<file path="src/rtl/mc_pkg.sv">
// Shared definitions for the 12-bit microcontroller: loader FSM states,
// instruction width and pipeline stage encodings.
package mc_pkg;

    localparam int unsigned InstrW = 12;

    typedef enum logic [2:0] {
        LdIdle,
        LdLen,
        LdHi,
        LdLo,
        LdWrite,
        LdCsum,
        LdDone,
        LdErr
    } ld_state_e;

    // The stage sequencer only pulses the loader's start while in StageLoad.
    typedef enum logic [1:0] {
        StageLoad    = 2'b00,
        StageFetch   = 2'b01,
        StageDecode  = 2'b10,
        StageExecute = 2'b11
    } stage_e;

endpackage

</file>
<file path="src/rtl/pmem_loader.sv">
// Program-memory loader: receives a LEN / (HI,LO)* / CSUM byte frame, writes
// 12-bit words to consecutive addresses from 0 and verifies the checksum.
module pmem_loader
    import mc_pkg::*;
#(
    parameter int unsigned ADDR_W = 8
) (
    input  logic              clk,
    input  logic              rst,
    input  logic              start,
    input  logic              in_valid,
    input  logic [7:0]        in_data,
    output logic              in_ready,
    output logic              pmem_we,
    output logic [ADDR_W-1:0] pmem_addr,
    output logic [InstrW-1:0] pmem_wdata,
    output logic              busy,
    output logic              load_done,
    output logic              load_err
);

    ld_state_e         state_q, state_d;
    logic [ADDR_W-1:0] addr_q, addr_d;
    logic [7:0]        sum_q, sum_d;
    logic [7:0]        rem_q, rem_d;
    logic [3:0]        hi_q, hi_d;
    logic [InstrW-1:0] wdata_q, wdata_d;
    logic              accept;

    always_ff @(posedge clk) begin
        if (rst) begin
            state_q <= LdIdle;
            addr_q  <= '0;
            sum_q   <= '0;
            rem_q   <= '0;
            hi_q    <= '0;
            wdata_q <= '0;
        end else begin
            state_q <= state_d;
            addr_q  <= addr_d;
            sum_q   <= sum_d;
            rem_q   <= rem_d;
            hi_q    <= hi_d;
            wdata_q <= wdata_d;
        end
    end

    always_comb begin
        state_d   = state_q;
        addr_d    = addr_q;
        sum_d     = sum_q;
        rem_d     = rem_q;
        hi_d      = hi_q;
        wdata_d   = wdata_q;
        in_ready  = 1'b0;
        pmem_we   = 1'b0;
        busy      = 1'b1;
        load_done = 1'b0;
        load_err  = 1'b0;

        unique case (state_q)
            LdLen, LdHi, LdLo, LdCsum: in_ready = 1'b1;
            default:                   in_ready = 1'b0;
        endcase
        accept = in_valid && in_ready;

        case (state_q)
            LdIdle: begin
                busy = 1'b0;
                if (start) begin
                    state_d = LdLen;
                    addr_d  = '0;
                    sum_d   = '0;
                end
            end
            LdLen: begin
                if (accept) begin
                    if (in_data == 8'd0) begin
                        state_d = LdErr;
                    end else begin
                        rem_d   = in_data;
                        state_d = LdHi;
                    end
                end
            end
            LdHi: begin
                if (accept) begin
                    if (in_data[7:4] != 4'd0) begin
                        state_d = LdErr;
                    end else begin
                        hi_d    = in_data[3:0];
                        sum_d   = sum_q + in_data;
                        state_d = LdLo;
                    end
                end
            end
            LdLo: begin
                if (accept) begin
                    wdata_d = {hi_q, in_data};
                    sum_d   = sum_q + in_data;
                    state_d = LdWrite;
                end
            end
            LdWrite: begin
                pmem_we = 1'b1;
                addr_d  = addr_q + ADDR_W'(1);
                rem_d   = rem_q - 8'd1;
                // rem_q counts words still to write, including this one
                state_d = (rem_q == 8'd1) ? LdCsum : LdHi;
            end
            LdCsum: begin
                if (accept) begin
                    state_d = (in_data == sum_q) ? LdDone : LdErr;
                end
            end
            LdDone, LdErr: begin
                busy      = 1'b0;
                load_done = (state_q == LdDone);
                load_err  = (state_q == LdErr);
                if (start) begin
                    state_d = LdLen;
                    addr_d  = '0;
                    sum_d   = '0;
                end
            end
            default: state_d = LdIdle;
        endcase
    end

    assign pmem_addr  = addr_q;
    assign pmem_wdata = wdata_q;

endmodule

</file>
<file path="config.mk">
export PLATFORM = sky130hd
export DESIGN_NAME = pmem_loader
export DESIGN_NICKNAME = d
export VERILOG_FILES = /design/src/rtl/mc_pkg.sv /design/src/rtl/pmem_loader.sv
export SDC_FILE = /design/constraint.sdc
export NUM_CORES = 1
export LEC_CHECK = 0
export CAP_MARGIN = 20
export CORE_UTILIZATION = 60
export DETAILED_ROUTE_END_ITERATION = 6
export DONT_BUFFER_PORTS = 1
export PLACE_DENSITY = 0.76
export SYNTH_ARGS = -nofsm -noshare
export SYNTH_HDL_FRONTEND = slang
export SYNTH_SLANG_ARGS = --single-unit
</file>
<file path="constraint.sdc">
create_clock -name clk -period 4.2 [get_ports clk]
set_input_delay 0.84 -clock clk [delete_from_list [all_inputs] [get_ports clk]]
set_output_delay 0.84 -clock clk [all_outputs]
set_load 0.05 [all_outputs]
</file>
[Word level (Yosys, flattened, before mapping)]
Cells that the tools add are included.
Storage, ports and cells
  register bits: 43
  output and inout port bits: 25
  logic and storage cells: 66
Operators by class
  $add $sub $neg: 3
  equality and inequality tests: 16
  muxes and demuxes: 24
  bitwise gates (word level): 1
  reduce and logical (&&, ||, !) cells: 16
Operator list (number)
  8-bit two-way mux: 6
  8-bit one-hot mux with 2 select lines: 2
  3-bit two-way mux: 8
  8-bit one-hot mux with 3 select lines: 1
  3-bit one-hot mux with 6 select lines: 1
  3-bit equality test (second input constant): 4
  2-bit != test (second input constant): 6
  5-bit AND reduction: 2
  8-bit by 1-bit adder with 8-bit output (second input constant): 1
  8-bit adder: 1
  8-bit by 1-bit equality test with 1-bit output (second input constant): 1
  8-bit equality test: 1
  8-bit zero test: 1
  8-bit by 1-bit subtractor with 8-bit output (second input constant): 1
  3-bit by 2-bit equality test with 1-bit output (second input constant): 2
  1-bit two-way mux: 6
  3-bit AND reduction: 2
  2-bit AND reduction: 2
  2-bit nonzero test: 2
  4-bit nonzero test: 1
  4-bit OR reduction: 1
  3-bit by 1-bit equality test with 1-bit output (second input constant): 1
  3-bit zero test: 1
  3-bit nonzero test: 1
  5 further kinds: 5

[Logic depth before layout (Yosys ltp)]
Gate-level depths: netlist (run 1).
  word-level depth: 6
  gate-level depth with buffers: 8
  depth with buffers taken out: 7

[Least setup slack after synthesis (run 1)]
OpenSTA, ideal clock, no wires.
  kind: register to output
  start point: register state_q[1]
  end point: output port busy
  arrival time: 1.910 ns
  slack: 1.450 ns
  cell stages (with the launch flop): 4
  path buffers: 1
  cell sequence: dfxtp_1 > buf_4 > nand2_1 > a21boi_0
Between the ends
  cells in the longest elaborated chain, start to end: 3
Ends and longest elaborated chain
  start, declared: line pmem_loader.sv:22  | ld_state_e state_q, state_d;
  start signal, assigned: line pmem_loader.sv:32  | state_q <= LdIdle;
  start signal, assigned: line pmem_loader.sv:39  | state_q <= state_d;
  3-bit equality test or 3-bit zero test (tied branches): line pmem_loader.sv:67  | case (state_q)
  3-bit OR reduction (no source line) (*)
  1-bit two-way mux (*): line pmem_loader.sv:67
  end, declared: line pmem_loader.sv:17  | output logic busy,
Mark *: on every way between the ends. The rest lies on a longest branch, timed or not.

[Final worst setup path (run 1)]
  start point: register state_q[0]
  end point: output port pmem_we
Between the ends
  cells in the longest elaborated chain, start to end: 2
Ends and longest elaborated chain
  3-bit equality test: line pmem_loader.sv:67
  1-bit two-way mux: line pmem_loader.sv:67
  end, declared: line pmem_loader.sv:14  | output logic pmem_we,
Every way passes these cells.

==> impl_metrics.yaml, run 1 <==
worst_setup_path:
  endpoint: "pmem_we"
  r2r-start: "state_q[1]"
  start_kind: "flip-flop"
  worst-setup-path-type: "flip-flop to output pin"
  reg2reg_depth: 5
  critPathMaxFanout: 17
  crit_arrival_ns: 1.93
  reg2reg_to: "sum_q[0]"
  reg2reg_slack_ns: 1.88
  cp-startpoint: "state_q[0]"
  cp.required_ns: 3.36
  crit_path_end_kind: "output pin"
synthesis:
  synth_area_per_cell_um2: 8.34
  yosys.area_share.xor_xnor: 0.0388
  synth_top_area_frac: 0.346
  synthSimpleGateAreaFrac: 0.233
  yosys.cell_types.count: 62
  syn_inst: 298
  synth_mux_area_frac: 0.0161
  synth-adder-area-share: 0.0584
  synth_seq_cells: 43
  synth_top_family_by_area: "compound AO/OA/AOI/OAI gates"
  ys_top_cells_by_area: "dfxtp_1 (35%), a21oi_1 (6.6%), nand2_1 (5.9%), ha_1 (5.0%), nor2_1 (5.0%)"
  synth-async-reset-ratio: 0
  yosys_warnings: 0
  synth_fp_nets: 321
  synth_edf_count: 0
  synth_compound_area_frac: 0.254
  yosysSeqAreaShare: 0.346
  syn-cell-area_um2: 2480
  synth-main-ff-cell: "dfxtp_1"
  yosysTopAreaCell: "dfxtp_1"
power_and_ir_drop:
  max-vdd-ir-drop_uv: 240
  cellLeakagePower_nw: 0.881
  power_density_nw_per_um2: 486
route:
  routed_wl_um: 5270
  avgViaCountPerCell: 6.15
  wl_per_cell_um: 15.4
  drtIter0Drc: 124
  drc_errors: 0
  ant_nets: 0
  num_vias: 2103
  first_pass_iters: 4
cells_and_area:
  ff_latch_area_um2: 861
  syn2layout_area_growth_pct: 2.16
  num-fill-cells: 377
  final_common_cell: "dfxtp_1"
  finalNonFillerCells: 342
  final_nets: 314
  final_cell_mix: "dfxtp_1 (43), nand2_1 (39), nor2_1 (33), a21oi_1 (33), o21ai_0 (12)"
  drive_gt1_frac: 0.0890
  multi_input_area_um2: 1490
  num_antenna_cells: 0
floorplan:
  die_area_um2: 4400
  die_w_um: 66.4
  die_h_um: 66.4
  rows: 23
  ios: 37
  initial_core_util: 0.621
  core_area_um2: 4000
placement:
  hpwl_um: 3720
  place_congestion: 0.844
  dpl.cell_count: 334
  io_buffers: 0
sta:
  rsz0062_at_grt: "false"
  fin_crit_sh: 0.660
  max_freq_mhz: 361
  setup_violations: 0
  setup-tns-final_ns: 0
  period_needed_ns: 2.77
  maxSlewViolCount: 0
  fin_worst_skew_ns: 0.0121
  finalHoldViolCount: 0
  relSlewSlack: 0.367
  worst_slew_pin_slew_ns: 0.943
cts:
  cts-htree-levels: 2
  cts_inserted_buffers: 5
  post_cts_buffers: 0
  cts-resized-gates: 0
  cts.sinks: 43
  clk_path_buf_depth: 2
  cts_tree: "yes"
  hold_buffers: 0
  root_buffer: "clkbuf_8"
  clock_latency_ns: 0.30
  clk_pin_slew_ns: 0.09
global_route:
  antenna_found_initial: 0
  grt_pass1_vias: 1880
  globalRouteTotalUtil: 0.263
  overflow: 0
  grt_max_degree: 47
  grt_pass1_wl_um: 8690
flow_run:
  drv_cap: 0
hold_path:
  min_path_type: "flip-flop to flip-flop"
  min-delay-start: "sum_q[0]"
run_status:
  status: "finished clean"
report_power, final:
part           switching (mW)  internal (mW)
clock network           0.145          0.116
registers              0.0768          0.445
logic                   0.291          0.161
total                   0.512          0.722
cells in the mapped netlist (3+ instances only):
cell / instances
dfxtp_1: 43
xnor2_1: 6
nand2b_1: 3
a22oi_1: 7
inv_1: 7
nor2b_1: 3
clkbuf_1: 7
nand3_1: 3
xor2_1: 5
a31oi_1: 3
nand2_1: 39
and3_1: 3
mux2i_1: 4
a21oi_1: 33
a21o_1: 4
nand3b_1: 5
o32ai_2: 3
buf_4: 3
nor3_1: 7
nor2_1: 33
o21ai_0: 13
ha_1: 10
a211oi_1: 5
o21bai_1: 3
worst max-delay path, cell delays in order, from the launching register on:
cell	delay, ns
dfxtp_1	0.66
or3b_1	0.55
clkinv_2	0.42
per-stage QoR:
stage / power, mW / hold slack, ns / area (um2) / worst slack [ns] / utilization
6_report: 1.23 / 0.455 / 2540 / 1.43 / 0.635
5_1_grt: 1.32 / 0.482 / 2540 / 1.29 / 0.635
4_1_cts: 1.24 / 0.458 / 2540 / 1.44 / 0.635
3_5_place_dp: 0.980 / 0.444 / 2450 / 1.74 / 0.613
3_3_place_gp: 0.973 / 0.437 / 2450 / 1.79 / 0.613
2_1_floorplan: 0.920 / 0.431 / 2480 / 1.45 / -
area by class of cell:
cell class                 count  share of cell area
sequential                    43               0.339
tap                           50              0.0246
clock buffer                   6              0.0286
inverter                       8              0.0123
clock inverter                 2             0.00493
timing repair buffer           1             0.00296
multi-input combinational    232               0.587
worst min-delay path by stage:
stage	cells past startpoint	endpoint
floorplan	2	pmem_wdata[10]
finish	2	sum_q[0]
CTS	2	pmem_wdata[8]
global placement	2	pmem_wdata[10]
detailed placement	2	pmem_wdata[8]
global route	2	pmem_wdata[11]
sequential cells by signal, indices dropped and copies added (netlist names):
| name | cells |
|---|---|
| rem_q | 8 |
| state_q | 3 |
| pmem_wdata | 12 |
| pmem_addr | 8 |
| hi_q | 4 |
| sum_q | 8 |
metal layers:
metal  GRT usage  wire (um)  share of wire
met1       0.332       2330           0.44
met4      0.0984         85          0.016
met5           0          0              0
met2       0.430       2460           0.47
met3      0.0655        392          0.074
cell families after synthesis:
logic type,count (synthesis)
muxes,4
and+or+nand+nor,117
adders and majority gates,11
buffers and inverters,23
xor gates and xnor gates,11
DFF,43
AOI/OAI and AO/OA,89
Power figures use the tool's default switching activity.
==> run 2, diff against run 1 <==
Clock period 4.2 ns to 2.6 ns, I/O delays scaled along.
==> run 2 against run 1 <==
Compared with the run above:
- critical path type unchanged
- hold slack got worse by 0.18 ns
- wire length grew 0.17%
- core utilization rose by 2.3 points
- sequential power is 56% higher
- die area unchanged
- cell area grew 3.5%
- clock power increased by 70%
==> impl_metrics.yaml, run 2 (synthesis results as in run 1) <==
cells_and_area:
  drive_gt1_frac: 0.125
  syn2layout_area_growth_pct: 5.79
  final_cell_mix: "dfxtp_1 (43), nand2_1 (39), nor2_1 (33), a21oi_1 (33)"
  num_antenna_cells: 0
  final_nets: 325
  final_common_cell: "dfxtp_1"
  largest_register_ff_count: 12
global_route:
  overflow: 0
  grt_max_degree: 47
  met3_usage: 0.0655
  globalRouteTotalUtil: 0.264
  antenna_found_initial: 0
  grt_pass1_wl_um: 8870
  use_met1: 0.342
  grt_pass1_vias: 1931
  busiest_layer: "met2"
  gr-usage-met2: 0.434
power_and_ir_drop:
  power_density_nw_per_um2: 783
  combPwrFrac: 0.389
  p_sw_mw: 0.852
  cellLeakagePower_nw: 0.938
  p_int_mw: 1.21
  swShare: 0.414
  total_power_mw: 2.06
  p_clk_frac: 0.216
  pwr-share-seq: 0.395
  max-vdd-ir-drop_uv: 421
worst_setup_path:
  reg2reg_slack_ns: 0.66
  r2r-start: "sum_q[1]"
  worst-setup-path-type: "flip-flop to output pin"
  crit_arrival_ns: 1.56
  critPathMaxFanout: 10
  crit_path_end_kind: "output pin"
  start_kind: "flip-flop"
  cp.required_ns: 2.08
  reg2reg_to: "sum_q[7]"
  reg2reg_depth: 6
  cp-startpoint: "state_q[2]"
floorplan:
  rows: 23
  die_w_um: 66.4
  die_area_um2: 4400
  die_h_um: 66.4
  ios: 37
  core_area_um2: 4000
  initial_core_util: 0.621
sta:
  relSlewSlack: 0.591
  finalHoldViolCount: 0
  holdWs_ns: 0.273
  period_needed_ns: 2.08
  fin_crit_sh: 0.802
  setup-tns-final_ns: 0
  maxSlewViolCount: 0
  rsz0062_at_grt: "false"
  max_freq_mhz: 480
  setup_violations: 0
  worst_slew_pin_slew_ns: 0.613
  fin_worst_skew_ns: 0.00563
route:
  drtIter0Drc: 103
  routed_wl_um: 5280
  wl_per_cell_um: 15.0
  first_pass_iters: 4
  avgViaCountPerCell: 6.06
  num_vias: 2139
  ant_nets: 0
  drc_errors: 0
placement:
  place_congestion: 0.939
  hpwl_um: 3840
  io_buffers: 0
cts:
  cts_tree: "yes"
  clk_pin_slew_ns: 0.09
  clk_path_buf_depth: 2
  cts.sinks: 43
  post_cts_buffers: 0
  cts_inserted_buffers: 5
  hold_buffers: 0
  cts-resized-gates: 0
  root_buffer: "clkbuf_8"
  cts-htree-levels: 2
  clock_latency_ns: 0.30
hold_path:
  min_path_type: "input pin to flip-flop"
  min-delay-start: "rst"
  whs_endpoint: "rem_q[1]"
  hold_depth: 1
run_status:
  status: "finished clean"
flow_run:
  drv_cap: 0
-- run 2: cell types whose count changed in the layout (fill, tap and decap cells not counted), sizes merged --
cell | before | now
buf | 1 | 12
clkbuf | 6 | 5
clkinv | 2 | 1
clkinvlp | 1 | 2
inv | 7 | 8
-- run 2: metal layers --
metal  vias up  part of all wire
li1       1076                 -
met1      1010              0.45
met2        47              0.48
met3         6             0.061
met4         0             0.010
met5         -                 0
-- run 2: area by class of cell --
| class | count | area, um2 |
|---|---|---|
| Clock buffer | 5 | 68.8 |
| Clock inverter | 3 | 23.8 |
| Fill cell | 348 | 1370 |
| Inverter | 8 | 31.3 |
| Multi-Input combinational cell | 232 | 1490 |
| Sequential cell | 43 | 861 |
| Tap cell | 50 | 62.6 |
| Timing Repair Buffer | 12 | 90.1 |
-- run 2: through the flow --
stage	utilization	worst slack [ns]	cells	instance area, um2
floorplan	-	0.132	298	2480
global placement	0.634	0.508	345	2540
detailed placement	0.634	0.488	345	2540
CTS	0.657	0.516	353	2630
global route	0.657	0.437	353	2630
finish	0.657	0.516	353	2630
-- run 2: worst max-delay path: stages (launching register included) --
cell,delay [ns]
dfxtp_1,0.43
or3b_1,0.54
clkinv_2,0.28
-- run 2: power by group through the flow --
stage | Combinational (mW) | Clock [mW] | Sequential [mW]
floorplan | 0.685 | 0 | 0.802
global placement | 0.794 | 0 | 0.825
detailed placement | 0.797 | 0 | 0.828
CTS | 0.802 | 0.451 | 0.812
global route | 0.896 | 0.475 | 0.823
finish | 0.800 | 0.444 | 0.813
-- run 2: worst max path at each step --
stage,to,slack (ns),depth (start not counted)
CTS,pmem_we,0.52,2
global route,pmem_we,0.44,2
floorplan,pmem_addr[2],0.13,5
global placement,sum_q[7],0.51,6
finish,pmem_we,0.52,2
detailed placement,sum_q[7],0.49,6
==> run 3, diff against run 2 <==
Clock period 2.6 ns to 2.1 ns, I/O delays scaled along.
==> run 3 against run 2 <==
Compared with the run above:
- clock skew is 0.0024 ns higher
- hold slack lost 0.096 ns
- sequential power rose by 23%
- cell count up 2.8%
- via count increased by 2.2%
- cell area increased by 3.6%
- count of clock-buffer cells in the layout stayed put
- first-iteration DRC count down 0.97%
- non-clock buffer count is 10 higher
- critical path type unchanged
==> impl_metrics.yaml, run 3 (synthesis results as in run 1) <==
floorplan:
  initial_core_util: 0.621
  die_h_um: 66.4
  ios: 37
  core_area_um2: 4000
  die_w_um: 66.4
  die_area_um2: 4400
  rows: 23
sta:
  setup_violations: 0
  max_freq_mhz: 496
  worst_slew_pin_slew_ns: 0.547
  layout_setup_ws_ns: 0.0846
  maxSlewViolCount: 0
  period_needed_ns: 2.02
  setup-tns-final_ns: 0
  fin_crit_sh: 0.960
  finalHoldViolCount: 0
  fin_worst_skew_ns: 0.00801
  rsz0062_at_grt: "false"
  relSlewSlack: 0.635
power_and_ir_drop:
  max-vdd-ir-drop_uv: 469
  cellLeakagePower_nw: 1.01
  power_density_nw_per_um2: 997
placement:
  place_congestion: 0.909
  io_buffers: 0
  hpwl_um: 3900
  place_ws_ns: 0.0784
global_route:
  antenna_found_initial: 0
  globalRouteTotalUtil: 0.267
  overflow: 0
  grt_max_degree: 47
  grt_pass1_wl_um: 8920
  grt_pass1_vias: 1978
route:
  wl_per_cell_um: 15.1
  routed_wl_um: 5500
  drtIter0Drc: 102
  avgViaCountPerCell: 6.02
  ant_nets: 0
  num_vias: 2185
  drc_errors: 0
  first_pass_iters: 4
cts:
  cts-resized-gates: 0
  cts.sinks: 43
  clock_latency_ns: 0.30
  root_buffer: "clkbuf_8"
  cts_inserted_buffers: 5
  clk_pin_slew_ns: 0.09
  cts_tree: "yes"
  clk_path_buf_depth: 2
  post_cts_buffers: 0
  cts-htree-levels: 2
  hold_buffers: 0
cells_and_area:
  num_antenna_cells: 0
  final_cell_mix: "dfxtp_1 (43), nand2_1 (39), nor2_1 (33), a21oi_1 (33), buf_4 (22)"
  final_nets: 335
  largest_register_ff_count: 12
  syn2layout_area_growth_pct: 9.62
  final_common_cell: "dfxtp_1"
  num-fill-cells: 332
  drive_gt1_frac: 0.153
worst_setup_path:
  crit_arrival_ns: 1.60
  crit_path_end_kind: "output pin"
  path_cells: "buf_4 -> inv_1 -> a21boi_1 -> buf_4"
  critPathTopFamily: "buffers and inverters"
  critPathMaxFanout: 9
  start_kind: "flip-flop"
  critPathMaxStageDelay_ns: 0.48
  slowest_stage: "dfxtp_1"
  path_buf_inv: 3
  worst-setup-path-type: "flip-flop to output pin"
  cp.required_ns: 1.68
  crit_top_cell: "buf_4"
hold_path:
  min_path_type: "input pin to flip-flop"
run_status:
  status: "finished clean"
flow_run:
  drv_cap: 0
==> run 3: cell types whose count changed in the layout (fill, tap and decap cells not counted) <==
cell / before / now
clkinv_2: 1 / 2
clkinvlp_4: 2 / 0
clkinv_4: 0 / 1
bufinv_16: 0 / 1
buf_4: 12 / 22
inv_6: 1 / 0
==> run 3: worst register-to-register path, cell delays in order, from the launching register on <==
cell	delay, ns
dfxtp_1	0.39
ha_1	0.28
a211oi_1	0.22
o21ai_0	0.19
o31a_2	0.37
a211o_1	0.29
a31oi_1	0.16
==> run 3: final timing paths <==
kind,startpoint,to,slack (ns),depth (start not counted)
worst max register to register,sum_q[1],sum_q[7],0.14,6
worst min-delay path,rst,pmem_addr[0],0.18,1
worst min register to register,hi_q[3],pmem_wdata[11],0.46,2
worst max-delay path,state_q[2],busy,0.08,4
==> run 3: area by class of cell <==
type | instances | area [um2] | share of cell area
timing repair buffer | 22 | 165 | 0.0606
clock buffer | 5 | 68.8 | 0.0253
inverter | 8 | 31.3 | 0.0115
tap | 50 | 62.6 | 0.0230
multi-input combinational | 232 | 1490 | 0.548
clock inverter | 3 | 43.8 | 0.0161
sequential | 43 | 861 | 0.316
==> run 3: layer usage <==
metal  wire, um  vias up  global-route usage
met5          0        -                   0
met4         91        0              0.0904
met3        323        9              0.0569
met2       2620       64               0.444
met1       2460     1016               0.341
li1           -     1096                   -
==> run 3: stage by stage <==
step | util | instances | instance area, um2 | power (mW) | hold WS [ns]
3_5_place_dp | 0.653 | 355 | 2610 | 2.07 | 0.444
2_1_floorplan | - | 298 | 2480 | 1.84 | 0.431
5_1_grt | 0.681 | 363 | 2720 | 2.87 | 0.173
6_report | 0.681 | 363 | 2720 | 2.72 | 0.177
3_3_place_gp | 0.653 | 355 | 2610 | 2.05 | 0.438
4_1_cts | 0.681 | 363 | 2720 | 2.71 | 0.173
==> run 3: power by group <==
group / switching, mW / total (mW) / internal, mW
sequential: 0.113 / 1.00 / 0.889
clock: 0.299 / 0.653 / 0.354
combinational: 0.656 / 1.06 / 0.404
total: 1.07 / 2.72 / 1.65
